--- src/rtl/key_sync_pkg.sv ---
// Shared constants and types for the key synchroniser/debouncer.
package key_sync_pkg;

  typedef enum logic [1:0] {
    EDGE_RISE = 2'd0,
    EDGE_FALL = 2'd1,
    EDGE_BOTH = 2'd2
  } edge_mode_e;

  localparam int unsigned EVT_CNT_W = 8;

  // True when a transition to new_level should raise a pulse under mode.
  function automatic logic edge_match(input edge_mode_e mode, input logic new_level);
    return (mode == EDGE_BOTH) ||
           ((mode == EDGE_RISE) && new_level) ||
           ((mode == EDGE_FALL) && !new_level);
  endfunction

endpackage

--- src/rtl/key_sync_chan.sv ---
// One key channel: synchroniser chain, debounce counter, edge pulse and,
// with KEY_SYNC_EVT_CNT_EN defined, a saturating pulse counter.
module key_sync_chan
  import key_sync_pkg::*;
#(
  parameter int unsigned SYNC_STAGES     = 2,
  parameter int unsigned DEBOUNCE_CYCLES = 4,
  parameter edge_mode_e  EDGE_MODE       = EDGE_FALL
) (
  input  logic clock,
  input  logic reset,
  input  logic key,
  output logic key_level,
  output logic key_pulse
`ifdef KEY_SYNC_EVT_CNT_EN
  ,
  output logic [EVT_CNT_W-1:0] evt_count
`endif
);

  localparam int unsigned      CNT_W    = $clog2(DEBOUNCE_CYCLES) + 1;
  localparam logic [CNT_W-1:0] CNT_LAST = CNT_W'(DEBOUNCE_CYCLES - 1);

  logic [SYNC_STAGES-1:0] sync;
  logic [CNT_W-1:0]       cnt;
  logic                   sampled;

  assign sampled = sync[SYNC_STAGES-1];

  // The pulse is set in the same edge that updates key_level, so both
  // become visible together.
  always_ff @(posedge clock) begin
    if (reset) begin
      sync      <= '0;
      cnt       <= '0;
      key_level <= 1'b0;
      key_pulse <= 1'b0;
    end else begin
      sync      <= {sync[SYNC_STAGES-2:0], key};
      key_pulse <= 1'b0;
      if (sampled == key_level) begin
        cnt <= '0;
      end else if (cnt == CNT_LAST) begin
        key_level <= sampled;
        cnt       <= '0;
        key_pulse <= edge_match(EDGE_MODE, sampled);
      end else begin
        cnt <= cnt + CNT_W'(1);
      end
    end
  end

`ifdef KEY_SYNC_EVT_CNT_EN
  always_ff @(posedge clock) begin
    if (reset) begin
      evt_count <= '0;
    end else if (key_pulse && (evt_count != '1)) begin
      evt_count <= evt_count + EVT_CNT_W'(1);
    end
  end
`endif

endmodule

--- src/rtl/key_sync_edge.sv ---
// Multi-channel key synchroniser/debouncer with edge pulses.
// Define KEY_SYNC_EVT_CNT_EN to build the per-channel evt_count port.
module key_sync_edge
  import key_sync_pkg::*;
#(
  parameter int unsigned CHANNELS        = 4,
  parameter int unsigned SYNC_STAGES     = 2,
  parameter int unsigned DEBOUNCE_CYCLES = 4,
  parameter edge_mode_e  EDGE_MODE       = EDGE_FALL
) (
  input  logic                clock,
  input  logic                reset,
  input  logic [CHANNELS-1:0] key,
  output logic [CHANNELS-1:0] key_level,
  output logic [CHANNELS-1:0] key_pulse
`ifdef KEY_SYNC_EVT_CNT_EN
  ,
  output logic [EVT_CNT_W*CHANNELS-1:0] evt_count
`endif
);

  for (genvar i = 0; i < CHANNELS; i++) begin : g_chan
    key_sync_chan #(
      .SYNC_STAGES    (SYNC_STAGES),
      .DEBOUNCE_CYCLES(DEBOUNCE_CYCLES),
      .EDGE_MODE      (EDGE_MODE)
    ) u_chan (
      .clock    (clock),
      .reset    (reset),
      .key      (key[i]),
      .key_level(key_level[i]),
      .key_pulse(key_pulse[i])
`ifdef KEY_SYNC_EVT_CNT_EN
      ,
      .evt_count(evt_count[EVT_CNT_W*i +: EVT_CNT_W])
`endif
    );
  end

endmodule

--- config.mk ---
export PLATFORM = sky130hd
export DESIGN_NAME = key_sync_edge
export DESIGN_NICKNAME = d
export VERILOG_FILES = /design/src/rtl/key_sync_pkg.sv /design/src/rtl/key_sync_chan.sv /design/src/rtl/key_sync_edge.sv
export SDC_FILE = /design/constraint.sdc
export NUM_CORES = 1
export LEC_CHECK = 0
export ABC_CLOCK_PERIOD_IN_PS = 2300
export BUFFER_PORTS_ARGS = -buffer_cell sky130_fd_sc_hd__clkbuf_2
export CELL_PAD_IN_SITES_DETAIL_PLACEMENT = 1
export CELL_PAD_IN_SITES_GLOBAL_PLACEMENT = 2
export CORE_MARGIN = 3
export CORE_UTILIZATION = 40
export DETAILED_ROUTE_END_ITERATION = 6
export HOLD_SLACK_MARGIN = 0.05
export PLACE_DENSITY_LB_ADDON = 0.15
export SYNTH_ARGS = -nofsm -noshare
export SYNTH_HDL_FRONTEND = slang
export SYNTH_SLANG_ARGS = --single-unit
--- constraint.sdc ---
create_clock -name clock -period 2.3 [get_ports clock]
set_input_delay 0 -clock clock [delete_from_list [all_inputs] [get_ports clock]]
set_output_delay 0 -clock clock [all_outputs]
set_load 0.02 [all_outputs]
# Word level (Yosys, flattened, before mapping)
# Index checks and enable logic that the tools add are counted.
[classes]
bitwise_logic = 8
eq_ne = 8
n_reduce_logical = 16
add_sub_neg = 4
[ops]
columns = ["op", "n"]
rows = [
  ["3-bit OR reduction", 8],
  ["3-bit by 1-bit adder with 3-bit output, second input constant", 4],
  ["3-bit by 2-bit == test with 1-bit output, second input constant", 4],
  ["1-bit inverter", 8],
  ["2-bit AND reduction", 4],
  ["1-bit == test", 4],
  ["1-bit logical NOT", 4],
]
[word_totals]
in_bits = 6
word_cells = 52
register_bits = 28
output_inout_bits = 8

# Depth between registers and ports, before layout
[depth]
word_depth = 3
ltp_mapped = 4
mapped_depth_nobuf = 4

# By module
# Synthesis repeated with hierarchy kept, for this count alone.
[unflattened]
cells_unflattened = 76
hier_area_um2 = 975.9
[by_module_without_submodules]
columns = ["mod", "instances", "cells_per_inst", "area_each_um2", "seq_area_each_um2"]
rows = [
  ["key_sync_chan", 4, 19, 244.0, 140.1],
]

# Worst setup path before layout
# Ideal clock, no wire load.
[synth_timing]
path_type = "register to register"
from = "register g_chan[3].u_chan.cnt[0]"
to = "register g_chan[3].u_chan.key_pulse"
path_stages_with_launch = 4
t_required_ps = 2183
setup_slack_ps = 1220
setup_ps = 117
n_path_buf = 0
arrival_ps = 962
period_less_slack_ps = 1080
path_cell_list = "dfxtp_1 -> ha_1 -> ha_1 -> and4bb_2"
[synth_via]
elab_chain_len = 3
[synth_rtl]
columns = ["item", "line", "rtl"]
rows = [
  ["start: declaration", "key_sync_chan.sv:25", "logic [CNT_W-1:0] cnt;"],
  ["start signal: assignment", "key_sync_chan.sv:48", "cnt <= cnt + CNT_W'(1);"],
  ["3-bit by 2-bit == test with 1-bit output", "key_sync_chan.sv:43", "end else if (cnt == CNT_LAST) begin"],
  ["1-bit inverter (no source line)", "--", ""],
  ["3-bit OR reduction (no source line)", "--", ""],
  ["end signal: assignment", "key_sync_chan.sv:46", "key_pulse <= edge_match(EDGE_MODE, sampled);"],
  ["end: declaration", "key_sync_chan.sv:14", "output logic key_pulse"],
]
# No other way between the ends.
# A chain may end at the register's enable or synchronous reset.

# Worst setup path after layout
[layout_timing]
from = "register g_chan[2].u_chan.cnt[0]"
to = "register g_chan[2].u_chan.cnt[0]"
[layout_via]
elab_chain_len = 2
word_cells_on_any_way = 3
classes_between = "add/sub: 1; eq/ne: 1; reduce/logical: 1"
[layout_rtl]
columns = ["item", "line"]
rows = [
  ["start: declaration", "key_sync_chan.sv:25"],
  ["start signal: assignment", "key_sync_chan.sv:48"],
  ["branches (longest 2 deep; another with 3-bit by 1-bit adder with 3-bit output)", "--"],
]
# Several ways; the timed one is not identified.

==> impl_summary.md <==
Run status
The flow ran to the end, and the final reports show no timing, DRC or antenna violations.

Setup path
Counting cells, the worst reg-to-reg path comes to 3. The required time at the endpoint of the critical path is approximately 2.5 ns. The family with the most delay on the worst path is adder cells.

The startpoint-to-endpoint class of the critical path is flop to flop. For flop-to-flop paths, the worst setup slack is 1.09 ns. In this run the worst path has a maximum fanout of 5.

Data on the critical path arrives at its endpoint at 1.44 ns. The cell that appears most often on the critical path is ha_1. The slowest library cell on the worst path is dfxtp_1. The critical path goes through ha_1 > ha_1 > nor4_2. The largest single stage delay on the critical path is 0.35 ns. The worst setup path is captured at a flop.

The startpoint type of the worst setup path is a flop. The end of the worst register-to-register path is g_chan[2].u_chan.cnt[0]. The source of the worst register-to-register timing path is g_chan[2].u_chan.cnt[0]. The critical path contains buffers and inverters numbering 0 combined.

Detailed routing
The number of iterations in the first detailed-routing pass is 2. In the routed design, unresolved DRC markers number 0. The routed via count divided by cell count is around 4.8. The via count is roughly 610. In this run the remaining antenna-violating nets after routing total 0. In this run, the number of DRC markers left after iteration 0 of detailed routing was 24. In the final routed layout, each cell accounts on average for ~12 um. Summed over all layers, the routed wires come to about 1500 um.

Timing
The final critical-path share of the clock period is 0.5282. The routed design could run at a clock period as short as around 1.2 ns. The worst-margin pin slew is 0.5915 ns. Setup repair after global routing left no endpoint under its margin. Between clock sinks in the finished design, the worst skew comes to approximately 0.0042 ns. The total count of hold-check failures in the final report came to 0.

Setup violations remaining at the end of the flow were counted as 0. Headroom to the max-slew limit came out at 0.6056. The number of slew-limit violations in the final report is 0. The maximum operating frequency is approximately 820 MHz. For the final routed database, the setup TNS stands at 0 ns.

The minimum setup slack in the final design is between 1 and 1.5 ns.

Clock tree
The clock passes through at most 2 buffers. The count of instances resized after the clock tree is built is 0. Buffers inserted during clock tree synthesis total 3. The count of H-tree levels built during CTS is 1. The post-CTS clock slew at the launch and capture registers of the worst setup and hold paths is approximately 0.14 ns. Counting every sink on the clock net gives 28. The root buffer cell is clkbuf_4. TritonCTS built the clock tree. The latest clock arrival within the worst-skew pair is roughly 0.32 ns.

Floorplanning
The initialized floorplan defines 18 standard-cell rows. The area enclosed by the die boundary is ~3400 um^2. The initial core utilization is 0.4341. In this run the vertical extent of the chip is between 50 and 60 um. The region available for standard cell placement spans approximately 2500 um^2. The number of ports placed on the die boundary is 14. The horizontal die dimension is a little under 60 um.

GRT
The number of global-route vias before repair is ~630. The first global-routing pass estimated approximately 2700 um of wire. Across every metal layer, demand over resource in global routing totals 0.1006. Entering global routing, the biggest net connects 29 pins. The global-route congestion overflow total is 0.

The number of antenna violations at the first check in global routing was 0.

Placement
Counting tap cells, the placed design contains a total of 119 instances. The cell area reported after detailed placement is approximately 1100 um^2. Once detailed placement completed, the half-perimeter wirelength came to ~1100 um.

The routability congestion estimate from global placement is approximately 0.68. At the placement stage, the worst setup path has a slack of between 1 and 1.5 ns. The port buffer count is 13.

Logic synthesis
The register bit total from synthesis is 28. The synthesized area per cell is around 13 um^2. In this run the cell area of the synthesized design comes to 1105 um^2. The sequential cell area fraction in the yosys report is 0.5074. In the post-synthesis netlist, the biggest area contributors are dfxtp_1 51%, ha_1 9.1%, buf_4 5.4%. The library cell with the largest summed area after synthesis is dfxtp_1. The number of warnings reported in the yosys synthesis log is 0. The share of synthesized area in the top cell type comes to 0.5074. The number of library cell types mapped by synthesis is 14. The cell count after synthesis is 87. The post-synth net total is about 100.

Final layout
The antenna diode instance count is 0. The final instance area is 1176 um^2. Excluding fillers, the count of instances in the completed layout stands at between 100 and 150. The share of post-route cells with drive strength above 1 is 0.3333. For this run, the post-layout net count is ~110. For this run, the share of the core covered by cells in the final layout is 0.4621.

From synthesis to final layout, the design area changed by 6.455%.

Hold path
Along the worst hold path, the cell count comes to 2. The startpoint of the most critical hold path is reset. The path with the worst hold slack has its endpoint at g_chan[3].u_chan.key_level. The class of the tightest hold or removal check is input pin to flop.

Power
The static leakage is around 0.00046 uW. The maximum VDD drop is 0.0004605 V. In this run the power density over the cells is between 600 and 700 nW/um^2.

Run
Max-cap violations in this run came to 0.
-- Yosys cell counts --
library cell / n
buf_4: 8
and2b_2: 4
nor4b_2: 4
xnor2_1: 4
mux2i_1: 4
ha_1: 8
inv_1: 4
nor2b_1: 4
and4bb_2: 4
nor4_1: 4
nor4_2: 4
buf_6: 3
nor2_1: 4
dfxtp_1: 28
-- cell usage in the layout (no fill, tap or decap) --
master / count
ha_1: 8
dlygate4sd3_1: 4
nor2_1: 4
nor4_2: 4
nor4b_2: 4
clkbuf_2: 13
dfxtp_1: 28
and4bb_2: 4
nor2b_1: 4
mux2i_1: 4
clkbuf_4: 3
xnor2_1: 4
and2b_2: 4
inv_1: 4
nor4_1: 4
-- cell families after synthesis --
logic type | count (synthesis) | synth area share
xor+xnor | 4 | 0.03171
fa+ha+maj | 8 | 0.09060
buf+inv | 15 | 0.09852
flops | 28 | 0.5074
mux | 4 | 0.03624
simple gates | 28 | 0.2356
-- layer usage --
metal  vias up  track usage  share of wire
li1        311            -              -
met1       285       0.1191           0.45
met2        10       0.1770           0.50
met3         0      0.03947          0.050
met4         0     0.009934              0
met5         -            0              0
-- how the worst max path moves through the flow --
stage / startpoint / endpoint / slack (ns) / depth (start not counted)
after floorplan: g_chan[3].u_chan.cnt[0] / g_chan[3].u_chan.key_pulse / 1.22 / 3
after global placement: g_chan[3].u_chan.cnt[0] / g_chan[3].u_chan.cnt[1] / 1.16 / 3
after detailed placement: g_chan[3].u_chan.cnt[0] / g_chan[3].u_chan.key_level / 1.09 / 4
after CTS: g_chan[3].u_chan.cnt[0] / g_chan[3].u_chan.key_level / 1.07 / 4
after global routing: g_chan[3].u_chan.cnt[0] / g_chan[3].u_chan.key_level / 0.97 / 4
final: g_chan[2].u_chan.cnt[0] / g_chan[2].u_chan.cnt[0] / 1.09 / 3
-- state kept, by name (all words and copies together), names as in the netlist --
signal / cells
g_chan.u_chan.key_pulse: 4
g_chan.u_chan.cnt: 12
g_chan.u_chan.sync: 8
g_chan.u_chan.key_level: 4
-- final cells by class --
| class | instances | area, um^2 |
|---|---|---|
| Fill cell | 281 | 1369 |
| Timing Repair Buffer | 17 | 105.1 |
| Inverter | 4 | 15.01 |
| Tap cell | 30 | 37.54 |
| Sequential cell | 28 | 560.5 |
| Clock buffer | 3 | 22.52 |
| Multi-Input combinational cell | 44 | 435.4 |
-- power by group --
part           switching (uW)  internal (uW)
clock                     131           61.4
combinational            14.8           17.6
sequential               4.18            494
-- through the flow --
| stage | total power (uW) | hold slack [ns] |
|---|---|---|
| after global placement | 535.4 | 0.2147 |
| final | 723.1 | 0.2407 |
| after global routing | 755.4 | 0.2990 |
| after floorplan | 533.2 | 0.1282 |
| after CTS | 741.9 | 0.2389 |
| after detailed placement | 536.8 | 0.2213 |
-- timing repair --
action	4_1_cts	5_1_grt
hold buffers	4	0
buffers inserted	0	0
endpoints found under the hold margin	4	0
(Power assumes the default switching activity.)
